<file path="config.mk">
export PLATFORM = sky130hd
export DESIGN_NAME = window_7x7_gen
export DESIGN_NICKNAME = d
export VERILOG_FILES = /design/src/rtl/nn_win_pkg.sv /design/src/rtl/window_7x7_gen_line_buffer_ram.sv /design/src/rtl/window_7x7_gen.sv
export SDC_FILE = /design/constraint.sdc
export NUM_CORES = 2
export LEC_CHECK = 0
export CAP_MARGIN = 20
export CELL_PAD_IN_SITES_DETAIL_PLACEMENT = 0
export CELL_PAD_IN_SITES_GLOBAL_PLACEMENT = 1
export CORE_MARGIN = 5
export CORE_UTILIZATION = 46
export CTS_BUF_LIST = sky130_fd_sc_hd__clkbuf_16
export CTS_CLUSTER_SIZE = 25
export DETAILED_ROUTE_END_ITERATION = 12
export PLACE_DENSITY_LB_ADDON = 0.15
export SLEW_MARGIN = 40
export SYNTH_ARGS = -nofsm -noshare
export SYNTH_HDL_FRONTEND = slang
export SYNTH_SLANG_ARGS = --single-unit
</file>
<file path="constraint.sdc">
create_clock -name clk -period 7.7 [get_ports clk]
set_input_delay 1.925 -clock clk [delete_from_list [all_inputs] [get_ports clk]]
set_output_delay 1.925 -clock clk [all_outputs]
set_load 0.01 [all_outputs]
</file>
<file path="src/rtl/nn_win_pkg.sv">
// Shared window geometry and pixel/row word types for the 7x7 window generator.
package nn_win_pkg;

  localparam int WIN_SIZE = 7;
  localparam int PIX_W    = 8;

  typedef logic [PIX_W-1:0]          pix_t;
  typedef logic [WIN_SIZE*PIX_W-1:0] win_row_t;

endpackage

</file>
<file path="src/rtl/window_7x7_gen_line_buffer_ram.sv">
// Single-port line buffer: combinational read of the old word, write on the clock edge,
// so a read and a write to the same address in one cycle return the previous contents.
module line_buffer_ram #(
  parameter int DEPTH = 28,
  parameter int WIDTH = 8,
  parameter int AW    = $clog2(DEPTH)
) (
  input  logic             clk,
  input  logic             we,
  input  logic [AW-1:0]    addr,
  input  logic [WIDTH-1:0] wr_data,
  output logic [WIDTH-1:0] rd_data
);

  logic [WIDTH-1:0] mem [DEPTH];

  always_ff @(posedge clk) begin
    if (we) mem[addr] <= wr_data;
  end

  assign rd_data = mem[addr];

endmodule

</file>
<file path="src/rtl/window_7x7_gen.sv">
// Raster pixel stream to 7x7 neighbourhood window generator feeding neuron_unit.
// Optional macro WIN_COUNT_EN adds a saturating 16-bit emitted-window counter (win_cnt).
module window_7x7_gen
  import nn_win_pkg::*;
#(
  parameter int IMG_WIDTH = 28,
  parameter int PIX_W     = 8
) (
  input  logic                     clk,
  input  logic                     reset,
  input  logic                     de_in,
  input  logic                     sof_in,
  input  logic [PIX_W-1:0]         pix_in,
  output logic                     de_out,
  output logic [WIN_SIZE*PIX_W-1:0] line_0_out,
  output logic [WIN_SIZE*PIX_W-1:0] line_1_out,
  output logic [WIN_SIZE*PIX_W-1:0] line_2_out,
  output logic [WIN_SIZE*PIX_W-1:0] line_3_out,
  output logic [WIN_SIZE*PIX_W-1:0] line_4_out,
  output logic [WIN_SIZE*PIX_W-1:0] line_5_out,
  output logic [WIN_SIZE*PIX_W-1:0] line_6_out
`ifdef WIN_COUNT_EN
  ,
  output logic [15:0]              win_cnt
`endif
);

  localparam int AW    = $clog2(IMG_WIDTH);
  localparam int ROW_W = WIN_SIZE * PIX_W;
  localparam int NLB   = WIN_SIZE - 1;

  localparam logic [AW-1:0] COL_LAST = AW'(IMG_WIDTH - 1);
  localparam logic [AW-1:0] COL_MIN  = AW'(WIN_SIZE - 1);
  localparam logic [2:0]    ROW_SAT  = 3'(WIN_SIZE - 1);

  logic [AW-1:0]    col_cnt;
  logic [2:0]       row_cnt;
  logic [AW-1:0]    addr;
  logic [2:0]       row_eff;
  logic             win_valid;
  logic [PIX_W-1:0] lb_rd   [NLB];
  logic [PIX_W-1:0] lb_wr   [NLB];
  logic [PIX_W-1:0] col_vec [WIN_SIZE];
  logic [ROW_W-1:0] win     [WIN_SIZE];

  // A start-of-frame pixel is column 0 / row 0 regardless of where the counters were.
  assign addr      = sof_in ? '0 : col_cnt;
  assign row_eff   = sof_in ? '0 : row_cnt;
  assign win_valid = (row_eff >= ROW_SAT) && (addr >= COL_MIN);

  always_comb begin
    lb_wr[0] = pix_in;
    for (int k = 1; k < NLB; k++) lb_wr[k] = lb_rd[k-1];
    for (int k = 0; k < NLB; k++) col_vec[k] = lb_rd[NLB-1-k];
    col_vec[WIN_SIZE-1] = pix_in;
  end

  for (genvar g = 0; g < NLB; g++) begin : g_lb
    line_buffer_ram #(
      .DEPTH (IMG_WIDTH),
      .WIDTH (PIX_W)
    ) u_lb (
      .clk     (clk),
      .we      (de_in),
      .addr    (addr),
      .wr_data (lb_wr[g]),
      .rd_data (lb_rd[g])
    );
  end

  always_ff @(posedge clk) begin
    if (reset) begin
      col_cnt <= '0;
      row_cnt <= '0;
    end else if (de_in) begin
      if (sof_in) begin
        col_cnt <= AW'(1);
        row_cnt <= '0;
      end else if (col_cnt == COL_LAST) begin
        col_cnt <= '0;
        if (row_cnt != ROW_SAT) row_cnt <= row_cnt + 3'd1;
      end else begin
        col_cnt <= col_cnt + AW'(1);
      end
    end
  end

  // The window advances on every accepted pixel, valid or not, so it is primed
  // by the time the first full neighbourhood is reached.
  always_ff @(posedge clk) begin
    if (reset) begin
      for (int k = 0; k < WIN_SIZE; k++) win[k] <= '0;
      de_out <= 1'b0;
    end else begin
      de_out <= de_in && win_valid;
      if (de_in) begin
        for (int k = 0; k < WIN_SIZE; k++)
          win[k] <= {win[k][ROW_W-PIX_W-1:0], col_vec[k]};
      end
    end
  end

  assign line_0_out = win[0];
  assign line_1_out = win[1];
  assign line_2_out = win[2];
  assign line_3_out = win[3];
  assign line_4_out = win[4];
  assign line_5_out = win[5];
  assign line_6_out = win[6];

`ifdef WIN_COUNT_EN
  always_ff @(posedge clk) begin
    if (reset) begin
      win_cnt <= '0;
    end else if (de_in && sof_in) begin
      win_cnt <= '0;
    end else if (de_in && win_valid && (win_cnt != 16'hFFFF)) begin
      win_cnt <= win_cnt + 16'd1;
    end
  end
`endif

endmodule

</file>
After elaboration in Yosys (flattened, before gate mapping)
Memories as Yosys holds them, arrays and structs flattened.
Index checks and enable logic that the tools add are counted.

operators by class
  bitwise logic cells = 7
  multiplexer cells = 20
  magnitude comparators = 2
  add/sub/neg operators = 2
  reduce and logical (&&, ||, !) cells = 5
  eq/ne operators = 2

operator list
  kind                 number
  $mux 56              7
  $mux 5               3
  $mux 3               4
  $or 1x1->1           7
  $mux 1               6
  $add 5x1->5 const B  1
  $eq 5x5->1 const B   1
  $ge 5x3->1 const B   1
  $reduce_bool 2->1    2
  $add 3x1->3 const B  1
  $ge 3x3->1 const B   1
  $ne 3x3->1 const B   1
  $reduce_and 3->1     1
  $logic_and 1x1->1    2

word-level totals
  register bits after elaboration = 9
  logic and storage cells = 48
  memories = 7
  bits in writable memories = 1736

memory list
  name              words  bits a word  rd ports  clocked after Yosys merged registers in  write ports  line                                  source
  win               7      56           7         0                                        7            window_7x7_gen.sv:44                  logic [ROW_W-1:0] win [WIN_SIZE];
  g_lb[0].u_lb.mem  28     8            1         0                                        1            window_7x7_gen_line_buffer_ram.sv:15  logic [WIDTH-1:0] mem [DEPTH];
  g_lb[1].u_lb.mem  28     8            1         0                                        1            window_7x7_gen_line_buffer_ram.sv:15
  g_lb[2].u_lb.mem  28     8            1         0                                        1            window_7x7_gen_line_buffer_ram.sv:15
  g_lb[3].u_lb.mem  28     8            1         0                                        1            window_7x7_gen_line_buffer_ram.sv:15
  g_lb[4].u_lb.mem  28     8            1         0                                        1            window_7x7_gen_line_buffer_ram.sv:15
  1 more memories   -      -            -         -                                        -            -

Depth between registers and ports, before layout
  word-level depth = 4
  gate-level depth with buffers = 9
  depth with buffers taken out = 6

Modules after synthesis
Synthesis repeated with hierarchy kept, for this count alone.

second synthesis, totals
  cells, all modules = 3614
  area total of the unflattened synthesis = 67787.5 um^2

modules (own cells, without submodules)
  module           instances  area each (um^2)  cells an instance  sequential area each (um^2)
  line_buffer_ram  6          8799.7            454                6726.5
  window_7x7_gen   1          14989.4           890                11951.5

Worst setup path before layout
OpenSTA, ideal clock, no wires.

  kind = input to register
  from = input reset
  to = memory win[0][0] (netlist bit), enable pin
  slack = -0.098 ns
  path buffers = 2
  required time = 7.106 ns
  data arrival time = 7.205 ns
  stages on the path = 3
  path through = clkbuf_1 > clkbuf_1 > or2_2

RTL lines
  what                line                  source
  start: declaration  window_7x7_gen.sv:10  input logic reset,
  end: declaration    window_7x7_gen.sv:44

==> key figures <==
Outcome
  • Status: completed

Placed design
  • Placed cell count: 6008
  • PortBufs: 404
  • DP Wirelength: 117 mm
  • RD Place Congestion: 0.798
  • Placed inst area: 0.0740 mm2

Logic synthesis
  • Primary FF master, synth: edfxtp_1
  • Syn Inst Count: 3807
  • Number of distinct library cells after synthesis: 62
  • Post-synthesis area per instance: 17.6 um2
  • Synth Register Bits: 1745
  • EDFF count, synth: 1736
  • Fraction of registers with async set/reset: 0
  • Yosys Warn Count: 0
  • Mapped Area: 0.0668 mm2
  • Register area share after synthesis: 0.783
  • Syn Nets: 3822

Global route
  • First-pass GRT wire length: 280 mm
  • All-Layer GR Usage: 0.255
  • Vias in the first global route: 36.8k
  • Initial antenna violation count: 14
  • Largest net degree at the start of global routing: 139
  • Total grt overflow: 0

Critical path
  • Crit path launch: sof_in
  • Worst Reg-to-Reg Cells: 7
  • Startpoint Class: input pin
  • FF-to-FF End: g_lb[2].u_lb.mem[22][7]$_DFFE_PP_
  • CP max FO: 30
  • RR Startpoint: col_cnt[0]$_SDFFE_PP0P_
  • Critical path class: input pin to register
  • R2R Setup Slk: 3.39 ns
  • CP arrival: 5.09 ns
  • Critical Path RT: 8.23 ns
  • Setup crit end kind: register
  • Critical path endpoint: g_lb[4].u_lb.mem[20][5]$_DFFE_PP_

STA
  • Final setup vio count: 0
  • Slew @ Worst Pin: 0.978 ns
  • Setup TNS: 0 ns
  • RSZ-0062 raised after global routing: no
  • Fin. Hold Viols: 0
  • Achievable frequency: 0.219 GHz
  • Minimum clock period: 4.56 ns
  • Slew HR: 0.345
  • Slew Limit Fails: 0
  • Period utilization: 0.592
  • Max Clock Skew: 0.0473 ns

Clock network
  • CTS tree: yes
  • CTS HTree Levels: 4
  • Gates resized, CTS repair: 0
  • Root Buffer: clkbuf_16
  • CTS Hold Bufs: 0
  • Number of CTS-inserted buffers: 177
  • Clock Tree Buf Depth: 3
  • Clock latency on the worst-skew pair: 0.81 ns
  • Post-CTS Setup Bufs: 0
  • # clock sinks: 1745
  • Worst-path clk slew: 0.06 ns

Pwr
  • Switching power: 0.00460 W
  • Pleak: 26.0 nW
  • Net Sw Frac: 0.224
  • Clock network fraction of total power: 0.398
  • Pwr dens: 259 mW/mm2
  • Seq pwr share: 0.530
  • VDD IR max: 0.211 mV
  • Total chip power: 0.0206 W
  • P_int: 0.0160 W
  • Combinational share of power: 0.072

Floorplan
  • DIE AREA: 0.153 mm2
  • Width of the die: 391 um
  • Core area: 0.144 mm2
  • Io pins: 405
  • Cell Rows: 139
  • Starting Density: 0.464
  • Die height: 391 um

Final layout
  • Multi-input gate area: 0.0135 mm2
  • Layout Cells excl Fill: 6333
  • Fill cells: 11.3k
  • Fin area: 0.0796 mm2
  • Area Overhead vs Synth: 19.2%
  • Most frequent cells in the layout: edfxtp_1, clkdlybuf4s50_1, mux2i_1
  • Final core occ: 0.553
  • Layout cells sized above 1: 0.109
  • Final #Nets: 4301
  • Sequential Area: 0.0523 mm2
  • Most common cell after layout, fill and taps aside: edfxtp_1

Route
  • Pre-antenna DRT Iters: 5
  • DR vias/cell: 6.07
  • Drt total wl: 199 mm
  • 1st-iter DRT viols: 4647
  • Post-DRT Antenna Nets: 0
  • Vias: 38.5k
  • DRC: 0
  • DR WL/cell: 31.4 um

Hold path
  • Min-delay worst type: register to register

Flow run
  • Max_cap viols: 0
metal layers:
layer | vias to the layer above | global-route usage | part of all wire
li1 | 16442 | - | -
met1 | 19872 | 0.360 | 0.42
met2 | 1845 | 0.403 | 0.47
met3 | 290 | 0.0586 | 0.091
met4 | 6 | 0.0693 | 0.025
met5 | - | 0 | 0.00024
synthesized netlist by cell type (13+ instances only):
master    instances  area [um2]
nor2_1           52         195
a31oi_1          13        81.3
nor2b_1          72         450
mux2i_1         323        3230
buf_2            90         450
nand3_1          17        85.1
nand4_1          37         231
o32ai_1          37         324
a21oi_1         157         786
o21ai_0          54         270
nor3_1           41         205
a22oi_1          24         180
a221oi_1        256        2240
buf_4            34         255
edfxtp_1       1736       52100
a41oi_1          35         307
a211oi_1        202        1520
clkbuf_1        129         484
and2_1          292        1830
nand2_1          68         255
stage by stage:
| step | setup slack [ns] | hold slack [ns] |
|---|---|---|
| 2_1_floorplan | 1.88 | 0.452 |
| 3_3_place_gp | 1.89 | 0.478 |
| 3_5_place_dp | 2.21 | 0.491 |
| 4_1_cts | 3.05 | 0.500 |
| 5_1_grt | 3.07 | 0.526 |
| 6_report | 3.14 | 0.501 |
how the worst min path moves through the flow:
stage,startpoint,end,slack (ns),cells after the start
after floorplan,row_cnt[2]$_SDFFE_PP0P_,de_out$_SDFF_PP0_,0.45,2
after global placement,row_cnt[1]$_SDFFE_PP0P_,row_cnt[1]$_SDFFE_PP0P_,0.48,2
after detailed placement,row_cnt[1]$_SDFFE_PP0P_,row_cnt[1]$_SDFFE_PP0P_,0.49,2
after CTS,row_cnt[1]$_SDFFE_PP0P_,row_cnt[1]$_SDFFE_PP0P_,0.50,2
after global routing,row_cnt[1]$_SDFFE_PP0P_,row_cnt[1]$_SDFFE_PP0P_,0.53,2
final,row_cnt[1]$_SDFFE_PP0P_,row_cnt[1]$_SDFFE_PP0P_,0.50,2
sequential cells by signal, summed over array words and instances, names as in the netlist:
signal         count
g_lb.u_lb.mem   1344
win              392
col_cnt            5
row_cnt            3
de_out             1
power by group through the flow:
stage / clock, W / combinational, W / sequential [W]
global placement: 0 / 0.00141 / 0.0111
detailed placement: 0 / 0.00148 / 0.0111
finish: 0.00819 / 0.00148 / 0.0109
floorplan: 0 / 0.000646 / 0.0112
CTS: 0.00833 / 0.00148 / 0.0109
global route: 0.00873 / 0.00156 / 0.0109
critical path, cell delays in order:
cell and delay [ns]:
buf_4 0.40, nor2b_1 0.13, buf_4 0.21, nand2_2 0.64, buf_4 0.42, a211oi_1 0.08
nor3_1 0.36, nand4_1 0.48, buf_4 0.37
final cells by class:
class	count	area share
well taps	1903	0.0299
clock buffers	184	0.0578
diodes	1	0.0000314
repair buffers	573	0.0734
flip-flops and latches	1745	0.657
inverters	9	0.000519
multi-input cells	1780	0.170
clock inverters	138	0.0116
cell families (layout without fill, tap and decap cells):
| family | count (synthesis) | in the layout | share of synthesized area |
|---|---|---|---|
| buffers and inverters | 282 | 904 | 0.0209 |
| AO/OA/AOI/OAI | 833 | 833 | 0.0920 |
| multiplexers | 338 | 338 | 0.0518 |
| flip-flops | 1745 | 1745 | 0.783 |
| other | 0 | 1 | 0 |
| XOR/XNOR | 2 | 2 | 0.000262 |
| adder cells (fa/ha/maj) | 3 | 3 | 0.000562 |
| AND/OR/NAND/NOR | 604 | 604 | 0.0516 |
Note: power is estimated with default switching activity, not from simulation.
